==> config.mk <==
export PLATFORM = sky130hd
export DESIGN_NAME = host_chirp_responder
export DESIGN_NICKNAME = d
export VERILOG_FILES = /design/src/rtl/host_chirp_responder.sv
export SDC_FILE = /design/constraint.sdc
export NUM_CORES = 1
export LEC_CHECK = 0
export BUFFER_PORTS_ARGS = -buffer_cell sky130_fd_sc_hd__clkbuf_2
export CORE_MARGIN = 2
export CORE_UTILIZATION = 45
export DETAILED_ROUTE_END_ITERATION = 8
export PLACE_DENSITY = 0.65
export SYNTH_ARGS = -nofsm -noshare
export SYNTH_HDL_FRONTEND = slang
export SYNTH_SLANG_ARGS = --single-unit
==> constraint.sdc <==
create_clock -name CLK_60M -period 2.97 [get_ports CLK_60M]
set_clock_uncertainty 0.2 [all_clocks]
set_input_delay 0.594 -clock CLK_60M [delete_from_list [all_inputs] [get_ports CLK_60M]]
set_output_delay 0.594 -clock CLK_60M [all_outputs]
set_load 0.005 [all_outputs]
==> src/rtl/host_chirp_responder.sv <==
// USB host-side high-speed chirp handshake over ULPI: SE0 reset, device K detection, K/J chirp train, switch to HS.
// Optional macro HOST_CHIRP_TIMEOUT_EN adds a DET_K timeout that falls back to full speed (FS_DONE).
module host_chirp_responder #(
  parameter logic [7:0]  FUN_CTRL_SE0   = 8'h50,
  parameter logic [7:0]  FUN_CTRL_CHIRP = 8'h54,
  parameter logic [7:0]  FUN_CTRL_HS    = 8'h40,
  parameter logic [15:0] T_SE0_MIN      = 16'd25,
  parameter logic [15:0] T_CHIRPK_MIN   = 16'd25,
  parameter logic [15:0] T_CHIRP        = 16'd500,
  parameter logic [2:0]  N_PAIRS        = 3'd3
) (
  input  logic       CLK_60M,
  input  logic       NRST_A_USB,
  input  logic       READY,
  input  logic [1:0] LINESTATE,
  output logic       REG_EN,
  output logic       REG_RW,
  output logic [5:0] REG_ADDR,
  output logic [7:0] REG_DATA_I,
  input  logic       REG_DONE,
  input  logic       REG_FAIL,
  output logic [7:0] TX_DATA,
  output logic       TX_START_END,
  input  logic       TX_FAIL,
  output logic       DONE_HS,
  output logic       DONE_FS,
  output logic       ERR,
  output logic [7:0] STATE
);

  localparam logic [5:0] ADDR_FUN_CTRL = 6'h04;
  localparam logic [7:0] CHIRP_K_BYTE  = 8'h00;
  localparam logic [7:0] CHIRP_J_BYTE  = 8'hFF;
  localparam logic [1:0] LS_SE0        = 2'b00;
  localparam logic [1:0] LS_K          = 2'b10;
  localparam logic [2:0] PRESCALE_LAST = 3'd5;
`ifdef HOST_CHIRP_TIMEOUT_EN
  localparam logic [15:0] T_DETK_TIMEOUT = 16'd20000;
`endif

  typedef enum logic [3:0] {
    S_INIT       = 4'd0,
    S_WR_SE0     = 4'd1,
    S_WAIT_WR    = 4'd2,
    S_HOLD_SE0   = 4'd3,
    S_DET_K      = 4'd4,
    S_WAIT_K_END = 4'd5,
    S_WR_CHIRP   = 4'd6,
    S_TX_START   = 4'd7,
    S_TX_K       = 4'd8,
    S_TX_J       = 4'd9,
    S_TX_END     = 4'd10,
    S_WR_HS      = 4'd11,
    S_HS_DONE    = 4'd12,
    S_FAIL       = 4'd13
`ifdef HOST_CHIRP_TIMEOUT_EN
    , S_FS_DONE  = 4'd14
`endif
  } state_e;

  state_e      state_q, state_d;
  state_e      ret_q, ret_d;
  logic [2:0]  pre_q;
  logic [15:0] tcnt_q, tcnt_d;
  logic [2:0]  pair_q, pair_d;
  logic        tick;
  logic        tcnt_clr;
  logic        chirp_done;
  logic        terminal;

  assign tick       = (pre_q == PRESCALE_LAST);
  // A chirp ends on the tick that completes its T_CHIRP-th tick, so back-to-back chirps stay tick-aligned.
  assign chirp_done = tick && (tcnt_q >= (T_CHIRP - 16'd1));

`ifdef HOST_CHIRP_TIMEOUT_EN
  logic [15:0] to_cnt_q, to_cnt_d;
  assign terminal = (state_q == S_HS_DONE) || (state_q == S_FAIL) || (state_q == S_FS_DONE);
`else
  assign terminal = (state_q == S_HS_DONE) || (state_q == S_FAIL);
`endif

  always_ff @(posedge CLK_60M or negedge NRST_A_USB) begin
    if (!NRST_A_USB) begin
      state_q <= S_INIT;
      ret_q   <= S_INIT;
      pre_q   <= '0;
      tcnt_q  <= '0;
      pair_q  <= '0;
    end else begin
      // NOTE: non-blocking assignments here so every register samples pre-edge values of the others.
      state_q <= state_d;
      ret_q   <= ret_d;
      pre_q   <= tick ? 3'd0 : pre_q + 3'd1;
      tcnt_q  <= tcnt_d;
      pair_q  <= pair_d;
    end
  end

  always_comb begin
    // NOTE: defaults first so no path through the case leaves a signal unassigned (no latches).
    state_d  = state_q;
    ret_d    = ret_q;
    pair_d   = pair_q;
    tcnt_clr = 1'b0;
    case (state_q)
      S_INIT: begin
        pair_d = '0;
        if (READY) state_d = S_WR_SE0;
      end
      S_WR_SE0: begin
        ret_d   = S_HOLD_SE0;
        state_d = S_WAIT_WR;
      end
      S_WAIT_WR: begin
        if (REG_FAIL)      state_d = S_FAIL;
        else if (REG_DONE) state_d = ret_q;
      end
      S_HOLD_SE0: begin
        if (tcnt_q >= T_SE0_MIN)     state_d  = S_DET_K;
        else if (LINESTATE != LS_SE0) tcnt_clr = 1'b1;
      end
      S_DET_K: begin
        if (tcnt_q >= T_CHIRPK_MIN) state_d = S_WAIT_K_END;
`ifdef HOST_CHIRP_TIMEOUT_EN
        else if (to_cnt_q >= T_DETK_TIMEOUT) state_d = S_FS_DONE;
`endif
        else if (LINESTATE != LS_K) tcnt_clr = 1'b1;
      end
      S_WAIT_K_END: begin
        if (LINESTATE != LS_K) state_d = S_WR_CHIRP;
      end
      S_WR_CHIRP: begin
        ret_d   = S_TX_START;
        state_d = S_WAIT_WR;
      end
      S_TX_START: begin
        state_d = TX_FAIL ? S_FAIL : S_TX_K;
      end
      S_TX_K: begin
        if (TX_FAIL)         state_d = S_FAIL;
        else if (chirp_done) state_d = S_TX_J;
      end
      S_TX_J: begin
        if (TX_FAIL) begin
          state_d = S_FAIL;
        end else if (chirp_done) begin
          pair_d  = pair_q + 3'd1;
          state_d = ((pair_q + 3'd1) == N_PAIRS) ? S_TX_END : S_TX_K;
        end
      end
      S_TX_END: begin
        state_d = TX_FAIL ? S_FAIL : S_WR_HS;
      end
      S_WR_HS: begin
        ret_d   = S_HS_DONE;
        state_d = S_WAIT_WR;
      end
      S_HS_DONE: state_d = S_HS_DONE;
      S_FAIL:    state_d = S_FAIL;
`ifdef HOST_CHIRP_TIMEOUT_EN
      S_FS_DONE: state_d = S_FS_DONE;
`endif
      default:   state_d = S_INIT;
    endcase

    // Losing the link abandons any handshake in progress; terminal results are kept.
    if (!READY && !terminal && (state_q != S_INIT)) begin
      state_d = S_INIT;
      pair_d  = '0;
    end
  end

  always_comb begin
    tcnt_d = tcnt_q;
    if ((state_d != state_q) || tcnt_clr) tcnt_d = '0;
    else if (tick && (tcnt_q != 16'hFFFF)) tcnt_d = tcnt_q + 16'd1;
  end

`ifdef HOST_CHIRP_TIMEOUT_EN
  // Elapsed DET_K time, deliberately blind to LINESTATE so K glitches cannot postpone the fallback.
  always_comb begin
    to_cnt_d = to_cnt_q;
    if (state_d != state_q) to_cnt_d = '0;
    else if ((state_q == S_DET_K) && tick && (to_cnt_q != 16'hFFFF)) to_cnt_d = to_cnt_q + 16'd1;
  end

  always_ff @(posedge CLK_60M or negedge NRST_A_USB) begin
    if (!NRST_A_USB) to_cnt_q <= '0;
    else             to_cnt_q <= to_cnt_d;
  end
`endif

  always_comb begin
    REG_EN       = 1'b0;
    REG_RW       = 1'b0;
    REG_ADDR     = '0;
    REG_DATA_I   = '0;
    TX_DATA      = '0;
    TX_START_END = 1'b0;
    DONE_HS      = 1'b0;
    DONE_FS      = 1'b0;
    ERR          = 1'b0;
    case (state_q)
      S_WR_SE0: begin
        REG_EN = 1'b1; REG_RW = 1'b1; REG_ADDR = ADDR_FUN_CTRL; REG_DATA_I = FUN_CTRL_SE0;
      end
      S_WR_CHIRP: begin
        REG_EN = 1'b1; REG_RW = 1'b1; REG_ADDR = ADDR_FUN_CTRL; REG_DATA_I = FUN_CTRL_CHIRP;
      end
      S_WR_HS: begin
        REG_EN = 1'b1; REG_RW = 1'b1; REG_ADDR = ADDR_FUN_CTRL; REG_DATA_I = FUN_CTRL_HS;
      end
      S_TX_START: begin
        TX_START_END = 1'b1;
        TX_DATA      = CHIRP_K_BYTE;
      end
      S_TX_K:    TX_DATA      = CHIRP_K_BYTE;
      S_TX_J:    TX_DATA      = CHIRP_J_BYTE;
      S_TX_END:  TX_START_END = 1'b1;
      S_HS_DONE: DONE_HS      = 1'b1;
      S_FAIL:    ERR          = 1'b1;
`ifdef HOST_CHIRP_TIMEOUT_EN
      S_FS_DONE: DONE_FS      = 1'b1;
`endif
      default: ;
    endcase
  end

  assign STATE = {4'd0, state_q};

endmodule

==> reports/metrics.cfg, run 1 <==
[route]
drt_iter0_drc=189
dr.pass1.iters=4
wl_per_cell_um=14.0
avgViaCountPerCell=5.60
drc_errors=0
vias=2015
routed_wl_um=5040
ant_nets=0

[floorplan]
dieArea_um2=6180
rows=27
io_pins=44
die_w_um=78.6
start_util_pct=46.1
die_h_um=78.6
coreArea_um2=5440

[global_routing]
grt_max_degree=30
grt.overflow.total=0
antenna_found_initial=0
grt_first_pass_wirelength_um=8850
track_usage_pct=17.7
grt_pass1_vias=1805

[synthesis]
seq_area_frac_synth_pct=29.0
synth.largest_area_cell=dfrtp_1
yosys_most_used_dff=dfrtp_1
yosys-top-cells-count=dfrtp_1, buf_4, nand2_1, nor2_1
syn_inst=278
yosys.area.top_type_share_pct=29.0
ys_async_sr_fraction_pct=100
synth_seq_cells=29
ys_types=63
synth_area_per_cell_um2=9.01
synth_area_um2=2510
yosysWarnings=0
yosysMostFrequentCell=dfrtp_1
synth_edf_count=0
synth_area_leaders=dfrtp_1, buf_4, nor4_2, xor2_1, nand2_1

[power_and_ir_drop]
p_leak_nw=1.09
max-vdd-ir-drop_v=0.000357
p_per_area_nw_per_um2=712

[sta]
finalSetupTns_ps=0
fmax_mhz=366
worst_pin_slew_ps=728
slew_headroom_pct=51.5
drv_slew=0
setup_viol=0
grt_setup_unrepaired=no
min_period_ps=2740
final_hold_viol_count=0
finalCritPeriodShare_pct=92.1

[clocking]
path_clk_slew_ps=60
cts_resized=0
cts_tree=built
clockBufferDepth=2
htreeDepth=2
postCtsSetupBuffers=0
clock-root-buffer=clkbuf_8
cts_buffers=5
clock_latency_ps=270
clkSinkCount=29
hold_buffers=0

[final_layout]
diodes=0
area_delta_synth_final_pct=4.14
drive_gt1_share_pct=24.0
stdcell_area_um2=2610
fill_cells=543
final_nets=301

[worst_setup_path]
crit_type=reg -> reg
crit_chain=nand2b_1 > o32ai_1 > o41ai_2 > o211ai_4 > xnor2_4 > nor4_1
path_buf_inv=0
cp-start-kind=flop
crit_path_top_delay_cell=dfrtp_1
crit_path_end_kind=flop
required_ps=2900
cp.arrival_ps=2660
r2r_start=state_q[2]$_DFF_PN0_
critPathMaxFanout=19
rrSetupSlack_ps=230
crit_path_max_incr_delay_ps=590
r2r_cells=6
r2r-end=tcnt_q[10]$_DFFE_PN0P_
critPathTopFamily=compound AO/OA/AOI/OAI gates

[worst_hold_path]
hold_path_class=in -> async

[placed_design]
port_buffers=28
dpl-instance-area_um2=2520
gp_congestion=0.901
hpwl_um=3730

[run]
drv_cap=0

[run_status]
status=finished clean

[worst max path at each step]
stage,from,end,cells after the start
finish,state_q[2]$_DFF_PN0_,tcnt_q[10]$_DFFE_PN0P_,6
global route,state_q[2]$_DFF_PN0_,tcnt_q[7]$_DFFE_PN0P_,6
detailed placement,state_q[2]$_DFF_PN0_,tcnt_q[8]$_DFFE_PN0P_,6
CTS,state_q[2]$_DFF_PN0_,tcnt_q[7]$_DFFE_PN0P_,6
global placement,state_q[2]$_DFF_PN0_,tcnt_q[10]$_DFFE_PN0P_,6
floorplan,TX_FAIL,tcnt_q[0]$_DFFE_PN0P_,8
[cells by family (layout without fill, tap and decap cells)]
logic type / after synthesis / count (layout) / synth area share, %
AO/OA/AOI/OAI: 54 / 54 / 17.0
XOR/XNOR: 16 / 16 / 6.34
adder cells (fa/ha/maj): 5 / 5 / 2.50
buffers and inverters: 56 / 52 / 13.9
flip-flops: 29 / 29 / 29.0
multiplexers: 7 / 7 / 3.15
other: 1 / 15 / 0.150
AND/OR/NAND/NOR: 110 / 110 / 28.0
[power by group]
| group | internal [W] | switching (W) |
|---|---|---|
| Sequential | 0.000429 | 0.0000588 |
| Combinational | 0.000363 | 0.000693 |
| Clock | 0.000183 | 0.000132 |
[sequential cells by signal, summed over array words and instances (netlist names)]
| name | count |
|---|---|
| pair_q | 3 |
| state_q | 4 |
| pre_q | 3 |
| ret_q | 3 |
| tcnt_q | 16 |
[through the flow]
stage | hold WS (ps) | utilization [%] | worst slack [ps] | power [W] | cells
finish | 169 | 48.0 | 235 | 0.00186 | 360
global route | 232 | 48.0 | 76.4 | 0.00200 | 360
CTS | 189 | 48.0 | 261 | 0.00188 | 360
detailed placement | 296 | 46.4 | 271 | 0.00155 | 353
global placement | 281 | 46.4 | 277 | 0.00155 | 353
floorplan | 98.4 | - | 608 | 0.00141 | 292
[worst register-to-register path, stage by stage, from the launching register on]
cell and delay [ps]:
dfrtp_1 590, nand2b_1 300, o32ai_1 170, o41ai_2 490, o211ai_4 160, xnor2_4 530, nor4_1 140
[cell type report]
cell class / count / area, um2 / area share, %
timing repair buffer: 33 / 178 / 6.81
tap: 72 / 90.1 / 3.45
clock buffer: 7 / 86.3 / 3.31
inverter: 12 / 45.0 / 1.73
multi-input combinational: 207 / 1490 / 56.9
sequential: 29 / 726 / 27.8
[cells in the final DEF (no fill, tap or decap), drive strengths merged, types with 2 or more instances in the layout]
cell type,count
nor3,13
dfrtp,29
xnor2,7
and4,3
and4bb,2
conb,15
and3,3
o22ai,2
nor2b,3
a211o,2
nor2,16
nand2b,6
xor2,9
o41ai,2
nand2,19
nand3,11
a21oi,10
o21ai,6
ha,5
clkbuf,35
buf,5
o31ai,3
nand4,8
inv,12
o2111ai,3
or2,2
nor3b,2
o211ai,2
a21boi,2
mux2i,6
o32ai,3
and3b,2
a211oi,3
o221ai,2
a31oi,6
a21o,2
a2111oi,2
nor4,19
[per-layer routing]
metal | up-vias | GRT usage [%] | wire length [um]
li1 | 1002 | - | -
met1 | 960 | 24.9 | 2410
met2 | 48 | 27.9 | 2370
met3 | 5 | 2.76 | 204
met4 | 0 | 5.26 | 46
met5 | - | 0 | 0
Note: power is estimated with default switching activity, not from simulation.
==> inputs of run 2 (changes only) <==
CORE_UTILIZATION = 42   (was 45)
PLACE_DENSITY = 0.62   (was 0.65)
==> reports/metrics.cfg, run 2 (same netlist as run 1, synthesis figures left out) <==
[power_and_ir_drop]
max-vdd-ir-drop_v=0.000454  ; was 0.000357 V
p_leak_nw=1.10  ; was 1.09 nW
total_power_w=0.00192  ; was 0.00186 W
switching_share_pct=48.6  ; was 47.6%
p_per_area_nw_per_um2=729  ; was 712 nW/um2
p_sw_w=0.000931  ; was 0.000884 W
power_frac_clock_pct=17.5  ; was 17.0%
p_comb_share_pct=55.9  ; was 56.8%
intPower_w=0.000985  ; was 0.000974 W
seqPwrFrac_pct=26.6  ; was 26.2%

[final_layout]
diodes=0  ; unchanged
regMostFlops=tcnt_q  ; unchanged
final_nets=303  ; was 301
reg_top3=tcnt_q x16, state_q x4  ; unchanged
register_area_um2=726  ; unchanged
drive_gt1_share_pct=24.5  ; was 24.0%
area_delta_synth_final_pct=4.89  ; was 4.14%
layout_commonest_cell=dfrtp_1  ; unchanged
largest_reg_flops=16  ; unchanged
fill_cells=579  ; was 543
multi_input_area_um2=1490  ; unchanged
layout_common_cells=dfrtp_1, clkbuf_2, nand2_1, nor2_1, conb_1  ; unchanged

[run_status]
status=finished clean  ; unchanged

[global_routing]
grt_first_pass_wirelength_um=9350  ; was 8850 um
grt.overflow.total=0  ; unchanged
grt_max_degree=30  ; unchanged
grt_pass1_vias=1877  ; was 1805
track_usage_pct=18.5  ; was 17.7%
antenna_found_initial=0  ; unchanged

[sta]
setup_viol=0  ; unchanged
worst_pin_slew_ps=758  ; was 728 ps
fmax_mhz=373  ; was 366 MHz
slew_headroom_pct=49.4  ; was 51.5%
finalSetupTns_ps=0  ; unchanged
final_hold_viol_count=0  ; unchanged
min_period_ps=2680  ; was 2740 ps
finalCritPeriodShare_pct=90.3  ; was 92.1%
grt_setup_unrepaired=no  ; unchanged
drv_slew=0  ; unchanged

[clocking]
path_clk_slew_ps=70  ; was 60 ps
cts_resized=0  ; unchanged
clkSinkCount=29  ; unchanged
htreeDepth=2  ; unchanged
cts_buffers=5  ; unchanged
postCtsSetupBuffers=0  ; unchanged
hold_buffers=0  ; unchanged
clockBufferDepth=2  ; unchanged
clock-root-buffer=clkbuf_8  ; unchanged
cts_tree=built  ; unchanged
clock_latency_ps=280  ; was 270 ps

[worst_setup_path]
r2r_start=state_q[3]$_DFF_PN0_  ; was state_q[2]$_DFF_PN0_
r2r-end=tcnt_q[1]$_DFFE_PN0P_  ; was tcnt_q[10]$_DFFE_PN0P_
rrSetupSlack_ps=290  ; was 230 ps
crit_path_end_kind=flop  ; unchanged
r2r_cells=6  ; unchanged
crit_path_start=state_q[3]$_DFF_PN0_  ; was state_q[2]$_DFF_PN0_
cp.arrival_ps=2620  ; was 2660 ps
cp-start-kind=flop  ; unchanged
critPathMaxFanout=16  ; was 19
crit_type=reg -> reg  ; unchanged
endpoint=tcnt_q[1]$_DFFE_PN0P_  ; was tcnt_q[10]$_DFFE_PN0P_
required_ps=2900  ; about the same

[run]
drv_cap=0  ; unchanged

[placed_design]
port_buffers=28  ; unchanged
hpwl_um=3920  ; was 3730 um
gp_congestion=0.861  ; was 0.901

[route]
ant_nets=0  ; unchanged
dr.pass1.iters=5  ; was 4
drt_iter0_drc=167  ; was 189
routed_wl_um=5450  ; was 5040 um
vias=2046  ; was 2015
avgViaCountPerCell=5.61  ; was 5.60
wl_per_cell_um=14.9  ; was 14.0 um
drc_errors=0  ; unchanged

[floorplan]
coreArea_um2=5850  ; was 5440 um2
die_w_um=81.2  ; was 78.6 um
io_pins=44  ; unchanged
die_h_um=81.2  ; was 78.6 um
start_util_pct=42.8  ; was 46.1%
dieArea_um2=6600  ; was 6180 um2
rows=28  ; was 27

[worst_hold_path]
hold_path_class=in -> async  ; unchanged

-- run 2: cell types whose count changed in the layout (fill, tap and decap cells not counted), sizes merged --
cell,delta
buf,+2
-- run 2: through the flow --
step | std cells | area (um2) | hold slack [ps] | setup WS, ps | util (%)
3_5_place_dp | 358 | 2540 | 294 | 319 | 43.5
2_1_floorplan | 292 | 2560 | 98.4 | 608 | -
4_1_cts | 365 | 2630 | 190 | 298 | 44.9
5_1_grt | 365 | 2630 | 228 | 85.9 | 44.9
6_report | 365 | 2630 | 170 | 288 | 44.9
3_3_place_gp | 358 | 2540 | 275 | 313 | 43.5
-- run 2: worst min path at each step --
stage,to,slack (ps),cells after the start,start
global placement,pre_q[2]$_DFF_PN0_,270,1,pre_q[0]$_DFF_PN0_
CTS,tcnt_q[7]$_DFFE_PN0P_,190,1,NRST_A_USB
detailed placement,pair_q[2]$_DFFE_PN0P_,290,1,pair_q[2]$_DFFE_PN0P_
finish,tcnt_q[4]$_DFFE_PN0P_,170,1,NRST_A_USB
global route,state_q[1]$_DFF_PN0_,230,1,NRST_A_USB
floorplan,pair_q[0]$_DFFE_PN0P_,100,0,NRST_A_USB
-- run 2: area by class of cell --
class	instances	area share (%)
clock buffer	7	3.28
sequential	29	27.6
multi-input combinational	207	56.5
timing repair buffer	35	7.33
inverter	12	1.71
tap	75	3.57
-- run 2: power groups by stage --
| stage | registers [W] | clock network, W | logic [W] |
|---|---|---|---|
| after floorplan | 0.000478 | 0 | 0.000928 |
| after global placement | 0.000514 | 0 | 0.00106 |
| after detailed placement | 0.000515 | 0 | 0.00107 |
| after CTS | 0.000507 | 0.000347 | 0.00107 |
| after global routing | 0.000520 | 0.000358 | 0.00119 |
| final | 0.000510 | 0.000335 | 0.00107 |
-- run 2: critical path: stages (launching register included) --
cell and delay [ps]:
dfrtp_1 570, nand2b_1 290, o32ai_1 160, o41ai_2 470, o211ai_4 160, xnor2_4 550
nor4_2 120
-- run 2: routing by layer --
metal / routed length, um / GRT usage (%) / share of wire, %
met5: 0 / 0 / 0
met4: 108 / 7.29 / 2.0
met3: 277 / 3.44 / 5.1
met2: 2600 / 29.9 / 48
met1: 2470 / 24.3 / 45
